File: src/rtl/conv2d_if.sv
// Operand-load, control and result-stream bundle for conv2d_engine.
// Widths are derived from N/K/DW exactly as the engine derives them.
interface conv2d_if #(
  parameter int N  = 4,
  parameter int K  = 3,
  parameter int DW = 8
);
  localparam int M   = N - K + 1;
  localparam int AW  = 2*DW + $clog2(K*K);
  localparam int AAW = (N*N > 1) ? $clog2(N*N) : 1;
  localparam int BAW = (K*K > 1) ? $clog2(K*K) : 1;
  localparam int OIW = (M*M > 1) ? $clog2(M*M) : 1;

  logic           run;
  logic           mode;
  logic           a_we;
  logic [AAW-1:0] a_addr;
  logic [DW-1:0]  a_data;
  logic           b_we;
  logic [BAW-1:0] b_addr;
  logic [DW-1:0]  b_data;
  logic           busy;
  logic           out_valid;
  logic           out_ready;
  logic [AW-1:0]  out_data;
  logic [OIW-1:0] out_index;
  logic           done;

  modport slave (
    input  run, mode, a_we, a_addr, a_data, b_we, b_addr, b_data, out_ready,
    output busy, out_valid, out_data, out_index, done
  );

  modport master (
    output run, mode, a_we, a_addr, a_data, b_we, b_addr, b_data, out_ready,
    input  busy, out_valid, out_data, out_index, done
  );
endinterface

File: src/rtl/conv2d_engine.sv
// Sequential N x N by K x K correlation/convolution engine: one MAC per cycle,
// results streamed in raster order over a valid/ready handshake.
module conv2d_engine #(
  parameter int N  = 4,
  parameter int K  = 3,
  parameter int DW = 8
) (
  input logic       clk,
  input logic       reset,
  conv2d_if.slave   bus
);
  localparam int M   = N - K + 1;
  localparam int AW  = 2*DW + $clog2(K*K);
  localparam int AAW = (N*N > 1) ? $clog2(N*N) : 1;
  localparam int BAW = (K*K > 1) ? $clog2(K*K) : 1;
  localparam int OIW = (M*M > 1) ? $clog2(M*M) : 1;
  localparam int CW  = (N > 1) ? $clog2(N) : 1;
  localparam int KW  = (K > 1) ? $clog2(K) : 1;

  typedef enum logic [1:0] {IDLE, CALC, EMIT} state_e;

  state_e         state_q, state_d;
  logic           mode_q, mode_d;
  logic [CW-1:0]  r_q, r_d, c_q, c_d;
  logic [KW-1:0]  i_q, i_d, j_q, j_d;
  logic [AW-1:0]  acc_q, acc_d;
  logic [AW-1:0]  out_data_q, out_data_d;
  logic [OIW-1:0] out_index_q, out_index_d;
  logic           done_q, done_d;

  logic [DW-1:0]  amem [N*N];
  logic [DW-1:0]  bmem [K*K];

  // Operand memories are not reset; loads are only accepted while idle.
  always_ff @(posedge clk) begin
    if (state_q == IDLE) begin
      if (bus.a_we && (int'(bus.a_addr) < N*N)) amem[bus.a_addr] <= bus.a_data;
      if (bus.b_we && (int'(bus.b_addr) < K*K)) bmem[bus.b_addr] <= bus.b_data;
    end
  end

  logic [AAW-1:0]  fa;
  logic [BAW-1:0]  wa;
  logic [2*DW-1:0] prod;

  // Convolution reads the kernel point-reflected through its centre.
  always_comb begin
    fa = AAW'((int'(r_q) + int'(i_q)) * N + int'(c_q) + int'(j_q));
    if (mode_q) wa = BAW'((K - 1 - int'(i_q)) * K + (K - 1 - int'(j_q)));
    else        wa = BAW'(int'(i_q) * K + int'(j_q));
    prod = {{DW{1'b0}}, amem[fa]} * {{DW{1'b0}}, bmem[wa]};
  end

  always_comb begin
    state_d     = state_q;
    mode_d      = mode_q;
    r_d         = r_q;
    c_d         = c_q;
    i_d         = i_q;
    j_d         = j_q;
    acc_d       = acc_q;
    out_data_d  = out_data_q;
    out_index_d = out_index_q;
    done_d      = 1'b0;
    case (state_q)
      IDLE: begin
        if (bus.run) begin
          state_d = CALC;
          mode_d  = bus.mode;
          r_d     = '0;
          c_d     = '0;
          i_d     = '0;
          j_d     = '0;
          acc_d   = '0;
        end
      end
      CALC: begin
        acc_d = acc_q + AW'(prod);
        if (j_q == KW'(K - 1)) begin
          j_d = '0;
          if (i_q == KW'(K - 1)) begin
            i_d         = '0;
            state_d     = EMIT;
            out_data_d  = acc_d;
            out_index_d = OIW'(int'(r_q) * M + int'(c_q));
          end else begin
            i_d = i_q + KW'(1);
          end
        end else begin
          j_d = j_q + KW'(1);
        end
      end
      EMIT: begin
        if (bus.out_ready) begin
          if (r_q == CW'(M - 1) && c_q == CW'(M - 1)) begin
            state_d = IDLE;
            done_d  = 1'b1;
          end else begin
            state_d = CALC;
            acc_d   = '0;
            i_d     = '0;
            j_d     = '0;
            if (c_q == CW'(M - 1)) begin
              c_d = '0;
              r_d = r_q + CW'(1);
            end else begin
              c_d = c_q + CW'(1);
            end
          end
        end
      end
      default: state_d = IDLE;
    endcase
  end

  always_ff @(posedge clk or negedge reset) begin
    if (!reset) begin
      state_q     <= IDLE;
      mode_q      <= 1'b0;
      r_q         <= '0;
      c_q         <= '0;
      i_q         <= '0;
      j_q         <= '0;
      acc_q       <= '0;
      out_data_q  <= '0;
      out_index_q <= '0;
      done_q      <= 1'b0;
    end else begin
      state_q     <= state_d;
      mode_q      <= mode_d;
      r_q         <= r_d;
      c_q         <= c_d;
      i_q         <= i_d;
      j_q         <= j_d;
      acc_q       <= acc_d;
      out_data_q  <= out_data_d;
      out_index_q <= out_index_d;
      done_q      <= done_d;
    end
  end

  assign bus.busy      = (state_q != IDLE);
  assign bus.out_valid = (state_q == EMIT);
  assign bus.out_data  = out_data_q;
  assign bus.out_index = out_index_q;
  assign bus.done      = done_q;
endmodule

File: src/flat_wrapper.sv
// flat-port wrapper written by rule: the top's interface ports become plain ports
module conv2d_engine_flat 
#(
  parameter int N  = 4,
  parameter int K  = 3,
  parameter int DW = 8
)
  (clk, reset, bus_run, bus_mode, bus_a_we, bus_a_addr, bus_a_data, bus_b_we, bus_b_addr, bus_b_data, bus_out_ready, bus_busy, bus_out_valid, bus_out_data, bus_out_index, bus_done);
  conv2d_if #(.N(N), .K(K), .DW(DW)) bus_i ();
  input logic clk;
  input logic reset;
  input wire logic [$bits(bus_i.run)-1:0] bus_run;
  input wire logic [$bits(bus_i.mode)-1:0] bus_mode;
  input wire logic [$bits(bus_i.a_we)-1:0] bus_a_we;
  input wire logic [$bits(bus_i.a_addr)-1:0] bus_a_addr;
  input wire logic [$bits(bus_i.a_data)-1:0] bus_a_data;
  input wire logic [$bits(bus_i.b_we)-1:0] bus_b_we;
  input wire logic [$bits(bus_i.b_addr)-1:0] bus_b_addr;
  input wire logic [$bits(bus_i.b_data)-1:0] bus_b_data;
  input wire logic [$bits(bus_i.out_ready)-1:0] bus_out_ready;
  output wire logic [$bits(bus_i.busy)-1:0] bus_busy;
  output wire logic [$bits(bus_i.out_valid)-1:0] bus_out_valid;
  output wire logic [$bits(bus_i.out_data)-1:0] bus_out_data;
  output wire logic [$bits(bus_i.out_index)-1:0] bus_out_index;
  output wire logic [$bits(bus_i.done)-1:0] bus_done;
  assign bus_i.run = bus_run;
  assign bus_i.mode = bus_mode;
  assign bus_i.a_we = bus_a_we;
  assign bus_i.a_addr = bus_a_addr;
  assign bus_i.a_data = bus_a_data;
  assign bus_i.b_we = bus_b_we;
  assign bus_i.b_addr = bus_b_addr;
  assign bus_i.b_data = bus_b_data;
  assign bus_i.out_ready = bus_out_ready;
  assign bus_busy = bus_i.busy;
  assign bus_out_valid = bus_i.out_valid;
  assign bus_out_data = bus_i.out_data;
  assign bus_out_index = bus_i.out_index;
  assign bus_done = bus_i.done;
  conv2d_engine #(.N(N), .K(K), .DW(DW)) u_core (.clk(clk), .reset(reset), .bus(bus_i));
endmodule
File: config.mk
export PLATFORM = sky130hd
export DESIGN_NAME = conv2d_engine_flat
export DESIGN_NICKNAME = d
export VERILOG_FILES = /design/src/rtl/conv2d_if.sv /design/src/rtl/conv2d_engine.sv /design/src/flat_wrapper.sv
export SDC_FILE = /design/constraint.sdc
export NUM_CORES = 1
export LEC_CHECK = 0
export CORE_MARGIN = 2
export CORE_UTILIZATION = 54
export DETAILED_ROUTE_END_ITERATION = 8
export PLACE_DENSITY = 0.8
export SLEW_MARGIN = 20
export SYNTH_ARGS = -nofsm -noshare
export SYNTH_HDL_FRONTEND = slang
export SYNTH_SLANG_ARGS = --single-unit
File: constraint.sdc
create_clock -name clk -period 17.97 [get_ports clk]
set_clock_uncertainty 0.2 [all_clocks]
set_input_delay 2.6955 -clock clk [delete_from_list [all_inputs] [get_ports clk]]
set_output_delay 2.6955 -clock clk [all_outputs]
set_load 0.02 [all_outputs]
==> flow_summary.ini, run 1 <==
[status]
run_status = complete, no violations

[global_routing]
grt-ovfl-total = 0
grt.total_usage_pct = 21.5
grt_first_pass_wirelength_um = 43300
grt_util_met2_pct = 37.8
globalRouteMet3Util_pct = 2.51
grt_pass1_vias = 8118
global_route_hottest_layer = met2
gr-usage-met1_pct = 28.0
antenna_found_initial = 0
grt_max_degree = 55

[sta]
setup_repair_after_global_routing_missed_its_margin = false
final_min_period_over_clock_period_pct = 43.9
final_number_of_setup_violating_endpoints = 0
drv_slew = 0
timing_hold_violations_final = 0
achievable-frequency_mhz = 127
fin_tns_setup_ns = 0
period_minus_slack_ns = 7.89
tightest_slew_ns = 0.963
maxSlewHeadroom_pct = 35.8

[synthesis]
synth_cells = 940
synth_largest_area_cell = sky130_fd_sc_hd__edfxtp_1
async_flop_share_pct = 21.3
synth_enable_flop_cells = 200
synth_cell_types = 56
number_of_warning_messages_in_the_yosys_log = 0
yosys_register_bits = 254
synth_top_cells_by_area = sky130_fd_sc_hd__edfxtp_1 46%, sky130_fd_sc_hd__dfrtp_1 10%, sky130_fd_sc_hd__fa_1 8.3%
post_synth_instance_area_um2 = 13200
ys_seq_area_share_pct = 55.8
synth_flop_cell = sky130_fd_sc_hd__edfxtp_1
synth.avg_cell_area_um2 = 14.0
syn_nets = 1082
area_fraction_of_the_dominant_cell_type_after_synthesis_pct = 45.5

[clock_network]
post_cts_buffers = 0
holdBufCountCts = 0
cts_tree = built
cts.path.max_buffers = 3
worst_skew_pair.late_latency_ns = 0.54
cts_resized = 0
cts_root_buf = sky130_fd_sc_hd__clkbuf_16
htree_num_levels = 1
cts_num_sinks = 254
cts_buffers = 26
cts.reportedPaths.clkPinSlew_ns = 0.07

[cells_and_area]
area_delta_synth_final_pct = 13.5
final_layout_size_suffix_gt1_share_pct = 12.2
finish.net_count = 1152
commonest_non_fill_non_tap_cells_in_the_layout = 200 x sky130_fd_sc_hd__edfxtp_1, 121 x sky130_fd_sc_hd__inv_1, 104 x sky130_fd_sc_hd__nand2_1
final_common_cell = sky130_fd_sc_hd__edfxtp_1
antenna_diodes = 0

[floorplan]
rows = 57
initial_core_util_pct = 54.6
core_region_area_um2 = 24200
die-width_um = 160
top_level_ports = 56
die-area_um2 = 25700
dieHeight_um = 160

[route]
drc = 0
drt_first_pass_iters = 5
postRouteWirelength_um = 26400
detailroute.via_count = 7810
avgViaCountPerCell = 5.77
detail_route.iter0.violations = 646
antenna_violating_nets_post_route = 0
detail_route.wl_per_cell_um = 19.5

[setup_path]
setup.reg_to_reg.worst_slack_ns = 10.08
critical_path_class = flip-flop to flip-flop
required_ns = 18.25
crit_path_max_fanout = 9
r2r-end = u_core.bus.out_data[18]$_DFFE_PN0P_
cpMaxStageDelayCell = sky130_fd_sc_hd__o22ai_1
critPathMaxStageDelay_ns = 0.65
reg2reg_from = u_core.i_q[0]$_DFFE_PN0P_
cp-start-kind = flip-flop
worstPathArrival_ns = 8.16
worstRegToRegCells = 25
setup.worst_path.end_class = flip-flop

[placement]
gpl.final_weighted_congestion = 0.876
buffer_ports.inserted = 55
dp_hpwl_um = 18200

[hold_path]
holdPathEnd = u_core.bus.out_data[0]$_DFFE_PN0P_
hold_path_class = flip-flop to flip-flop
worst_hold_path.num_cells = 2
min_from = u_core.bus.out_data[0]$_DFFE_PN0P_

[run]
cap_viol_max_count = 0
-- cells in the mapped netlist (3+ instances only) --
| master | instances |
|---|---|
| sky130_fd_sc_hd__nor3_1 | 8 |
| sky130_fd_sc_hd__mux2i_1 | 4 |
| sky130_fd_sc_hd__edfxtp_1 | 200 |
| sky130_fd_sc_hd__nor2b_1 | 6 |
| sky130_fd_sc_hd__a21oi_1 | 33 |
| sky130_fd_sc_hd__nand2_1 | 104 |
| sky130_fd_sc_hd__o21a_1 | 4 |
| sky130_fd_sc_hd__mux2_2 | 11 |
| sky130_fd_sc_hd__mux4_2 | 42 |
| sky130_fd_sc_hd__xnor2_1 | 15 |
| sky130_fd_sc_hd__and3_1 | 6 |
| sky130_fd_sc_hd__fa_1 | 55 |
| sky130_fd_sc_hd__buf_4 | 3 |
| sky130_fd_sc_hd__nor4_1 | 3 |
| sky130_fd_sc_hd__and2_1 | 15 |
| sky130_fd_sc_hd__o21ai_0 | 16 |
| sky130_fd_sc_hd__clkbuf_1 | 14 |
| sky130_fd_sc_hd__nand2b_1 | 17 |
| sky130_fd_sc_hd__a22o_1 | 19 |
| sky130_fd_sc_hd__o22ai_1 | 3 |
| sky130_fd_sc_hd__or3_1 | 5 |
| sky130_fd_sc_hd__a211o_1 | 3 |
| sky130_fd_sc_hd__o21ai_2 | 3 |
| sky130_fd_sc_hd__xor2_1 | 3 |
| sky130_fd_sc_hd__a32o_1 | 4 |
| sky130_fd_sc_hd__nand4_1 | 5 |
| sky130_fd_sc_hd__dfrtp_1 | 54 |
| sky130_fd_sc_hd__mux4_1 | 11 |
| sky130_fd_sc_hd__a22oi_1 | 9 |
| sky130_fd_sc_hd__inv_1 | 121 |
| sky130_fd_sc_hd__nand3_1 | 9 |
| sky130_fd_sc_hd__a31oi_1 | 5 |
| sky130_fd_sc_hd__buf_2 | 6 |
| sky130_fd_sc_hd__ha_1 | 56 |
| sky130_fd_sc_hd__a21o_1 | 5 |
| sky130_fd_sc_hd__nor2_1 | 38 |
-- worst max-delay path, delay by kind of cell, from the launching register on --
kind,cells,cell delay [ns]
fa+ha+maj,9,3.66
flops,1,0.60
compound gates,5,1.84
simple gates,4,0.86
xor+xnor,2,0.32
buf+inv,5,0.36
-- per-stage QoR --
step           util (%)  setup WS [ns]  cells  area [um^2]  hold slack (ns)
3_3_place_gp       58.3          10.32   1306        14100            0.261
4_1_cts            61.9          10.03   1354        15000            0.278
2_1_floorplan         -          10.89    940        13200            0.250
6_report           62.0          10.08   1354        15000            0.274
3_5_place_dp       58.3          10.06   1306        14100            0.261
5_1_grt            62.0           9.50   1354        15000            0.298
-- how the worst max path moves through the flow --
stage,from,end,slack [ns],cells past startpoint
6_report,u_core.i_q[0]$_DFFE_PN0P_,u_core.bus.out_data[18]$_DFFE_PN0P_,10.08,25
5_1_grt,u_core.i_q[0]$_DFFE_PN0P_,u_core.bus.out_data[13]$_DFFE_PN0P_,9.50,25
4_1_cts,u_core.i_q[0]$_DFFE_PN0P_,u_core.bus.out_data[18]$_DFFE_PN0P_,10.03,26
3_5_place_dp,u_core.i_q[0]$_DFFE_PN0P_,u_core.acc_q[18]$_DFFE_PN0P_,10.06,26
3_3_place_gp,u_core.i_q[0]$_DFFE_PN0P_,u_core.acc_q[18]$_DFFE_PN0P_,10.32,26
2_1_floorplan,u_core.i_q[0]$_DFFE_PN0P_,u_core.acc_q[18]$_DFFE_PN0P_,10.89,26
-- cells by family after synthesis --
group                      Yosys count  synth area share, %
xor gates and xnor gates            18                 1.19
AOI/OAI and AO/OA                  116                 6.10
buffers and inverters              149                 4.70
adders and majority gates          111                 13.7
DFF                                254                 55.8
and+or+nand+nor                    223                 7.82
muxes                               69                 10.8
-- registers in the layout (all words and copies together), names as in the netlist, 20 cells and up --
| register | count |
|---|---|
| u_core.bus.out_data | 20 |
| u_core.bmem | 72 |
| u_core.acc_q | 20 |
| u_core.amem | 128 |
-- cell type report --
type,instances,area (um^2)
Clock buffer,29,686
Clock inverter,19,180
Fill cell,1732,9200
Inverter,121,454
Multi-Input combinational cell,537,5240
Sequential cell,254,7360
Tap cell,324,405
Timing Repair Buffer,70,658
-- routing by layer --
metal	wire (um)	vias up	part of all wire, %
li1	-	3543	-
met1	10800	3988	41
met2	13600	223	52
met3	1070	56	4.0
met4	890	0	3.4
met5	0	-	0
Power of run 1 is left out: the tool's default activity adds up to more than one toggle a clock period on the data nets, which glitch-free logic cannot reach.
==> inputs of run 2 (changes only) <==
- PLACE_DENSITY: 0.8 -> 0.83
- clock period: 17.97 -> 6.9 ns (I/O delays scaled with it)
==> run 2 against run 1 <==
Design area grew 5.5%. Critical path depth is 4 higher. Non-clock buffer count up 53. Critical path type unchanged. Worst hold slack hardly changed. Setup slack worse by 10 ns. Flip-flop and latch count did not move. Register-to-register slack got worse by 10 ns. Global-route usage is 0.96 points higher. Maximum frequency is 16% higher. Clock-buffer cell count is 6 higher. Sequential share of layout area decreased by 2.5 points.
==> flow_summary.ini, run 2 (synthesis gave the netlist of run 1 again) <==
[route]
drt_first_pass_iters = 6
drc = 0
detail_route.iter0.violations = 755
detail_route.wl_per_cell_um = 20.4
postRouteWirelength_um = 28700
avgViaCountPerCell = 5.78
detailroute.via_count = 8144
antenna_violating_nets_post_route = 0

[sta]
maxSlewHeadroom_pct = 31.7
setup_repair_after_global_routing_missed_its_margin = true
timing_hold_violations_final = 0
final_number_of_setup_violating_endpoints = 0
tightest_slew_ns = 1.02
hold_slack_ns = 0.275
drv_slew = 0
final_min_period_over_clock_period_pct = 98.4
achievable-frequency_mhz = 147
period_minus_slack_ns = 6.79

[cells_and_area]
antenna_diodes = 0
final_common_cell = sky130_fd_sc_hd__edfxtp_1
regMostFlops = u_core.amem
largest_reg_flops = 128
final_layout_size_suffix_gt1_share_pct = 22.2
multiInputGateArea_um2 = 5580
finish.net_count = 1206
registers_with_the_most_flip_flops = u_core.amem: 128 flops, u_core.bmem: 72 flops
instances_no_fill = 1408
area_delta_synth_final_pct = 19.8
post_route_standard_cell_area_excluding_fillers_um2 = 15800
final-seq-area_um2 = 7360
commonest_non_fill_non_tap_cells_in_the_layout = 200 x sky130_fd_sc_hd__edfxtp_1, 116 x sky130_fd_sc_hd__inv_1, 89 x sky130_fd_sc_hd__nand2_1
n_fill_cell = 1605

[floorplan]
initial_core_util_pct = 54.6
top_level_ports = 56
dieHeight_um = 160
rows = 57
die-width_um = 160
core_region_area_um2 = 24200
die-area_um2 = 25700

[status]
run_status = complete, no violations

[placement]
placed_cell_area_um2 = 14400
place_inst = 1344
gpl.final_weighted_congestion = 0.844
dp_hpwl_um = 19000
buffer_ports.inserted = 55

[global_routing]
grt_max_degree = 55
grt_first_pass_wirelength_um = 44800
grt-ovfl-total = 0
antenna_found_initial = 0
grt.total_usage_pct = 22.4
grt_pass1_vias = 8598

[setup_path]
cp-start-kind = flip-flop
setup.worst_path.end_class = flip-flop
reg2reg_from = u_core.i_q[0]$_DFFE_PN0P_
critPathMaxStageDelay_ns = 0.53
critical_path_class = flip-flop to flip-flop
required_ns = 7.13
r2r-end = u_core.bus.out_data[17]$_DFFE_PN0P_
worstRegToRegCells = 29
cpMaxStageDelayCell = sky130_fd_sc_hd__fa_1
worstPathArrival_ns = 7.02
crit_path_max_fanout = 5
setup.reg_to_reg.worst_slack_ns = 0.11

[clock_network]
htree_num_levels = 1
worst_skew_pair.late_latency_ns = 0.55
cts.reportedPaths.clkPinSlew_ns = 0.06
cts.path.max_buffers = 3
cts_buffers = 27
holdBufCountCts = 0
cts_num_sinks = 254
cts_root_buf = sky130_fd_sc_hd__clkbuf_16
cts_tree = built

[hold_path]
holdPathEnd = u_core.bus.out_data[0]$_DFFE_PN0P_
worst_hold_path.num_cells = 2
hold_path_class = flip-flop to flip-flop
min_from = u_core.bus.out_data[0]$_DFFE_PN0P_

[run]
cap_viol_max_count = 0
==> run 2: cell count changes in the layout (fill, tap and decap cells not counted), moves of 6 or more <==
cell	delta
sky130_fd_sc_hd__nand2_1	-15
sky130_fd_sc_hd__buf_4	+44
sky130_fd_sc_hd__fa_1	-9
sky130_fd_sc_hd__ha_1	-8
sky130_fd_sc_hd__nand2_2	+15
sky130_fd_sc_hd__a22oi_2	+8
sky130_fd_sc_hd__ha_4	+6
sky130_fd_sc_hd__a22oi_1	-8
sky130_fd_sc_hd__clkbuf_1	+7
sky130_fd_sc_hd__buf_6	+6
sky130_fd_sc_hd__a21oi_1	-6
sky130_fd_sc_hd__a21oi_2	+6
sky130_fd_sc_hd__fa_2	+9
==> run 2: worst max-delay path by stage <==
stage | endpoint | from | slack (ns)
finish | u_core.bus.out_data[17]$_DFFE_PN0P_ | u_core.i_q[0]$_DFFE_PN0P_ | 0.11
global placement | u_core.acc_q[18]$_DFFE_PN0P_ | u_core.i_q[0]$_DFFE_PN0P_ | 0.04
floorplan | u_core.bus.out_data[17]$_DFFE_PN0P_ | u_core.i_q[0]$_DFFE_PN0P_ | 0.0008
global route | u_core.acc_q[18]$_DFFE_PN0P_ | u_core.i_q[0]$_DFFE_PN0P_ | -0.13
detailed placement | u_core.bus.out_data[18]$_DFFE_PN0P_ | u_core.i_q[0]$_DFFE_PN0P_ | -0.21
CTS | u_core.bus.out_data[17]$_DFFE_PN0P_ | u_core.i_q[0]$_DFFE_PN0P_ | 0.008
==> run 2: critical path, delay by kind of cell, from the launching register on <==
kind                     cells  cell delay (ns)
XOR/XNOR                     3             0.44
adder cells (fa/ha/maj)      9             3.09
multiplexers                 1             0.28
AO/OA/AOI/OAI                5             1.09
buffers and inverters        8             0.73
flip-flops                   1             0.41
AND/OR/NAND/NOR              3             0.43
==> run 2: stage by stage <==
step                setup WS [ns]  util (%)  TNS [ns]
floorplan                0.000764         -         0
global placement           0.0395      59.7         0
detailed placement         -0.208      59.7     -1.39
CTS                       0.00821      63.9         0
global route               -0.127      65.4    -0.630
finish                      0.108      65.4         0
==> run 2: final cells by class <==
| class | count | share of cell area [%] |
|---|---|---|
| repair buffers | 123 | 7.06 |
| multi-input cells | 537 | 35.3 |
| flip-flops and latches | 254 | 46.6 |
| clock buffers | 35 | 4.53 |
| inverters | 121 | 2.87 |
| clock inverters | 14 | 1.09 |
| well taps | 324 | 2.57 |
==> run 2: repair_timing <==
item	4_1_cts	5_1_grt
endpoints found under the setup margin	20	21
setup buffers	6	9
pin swaps	10	45
resized for setup	19	62
hold endpoints to repair	0	0
==> run 2: layer usage <==
layer / GRT usage, % / vias to the layer above / wire [um]
met2: 39.8 / 345 / 15100
met1: 27.5 / 4079 / 10800
met4: 9.21 / 0 / 1260
met3: 3.72 / 81 / 1550
li1: - / 3639 / -
met5: 0 / - / 0
Power of run 2 is left out for the same reason.
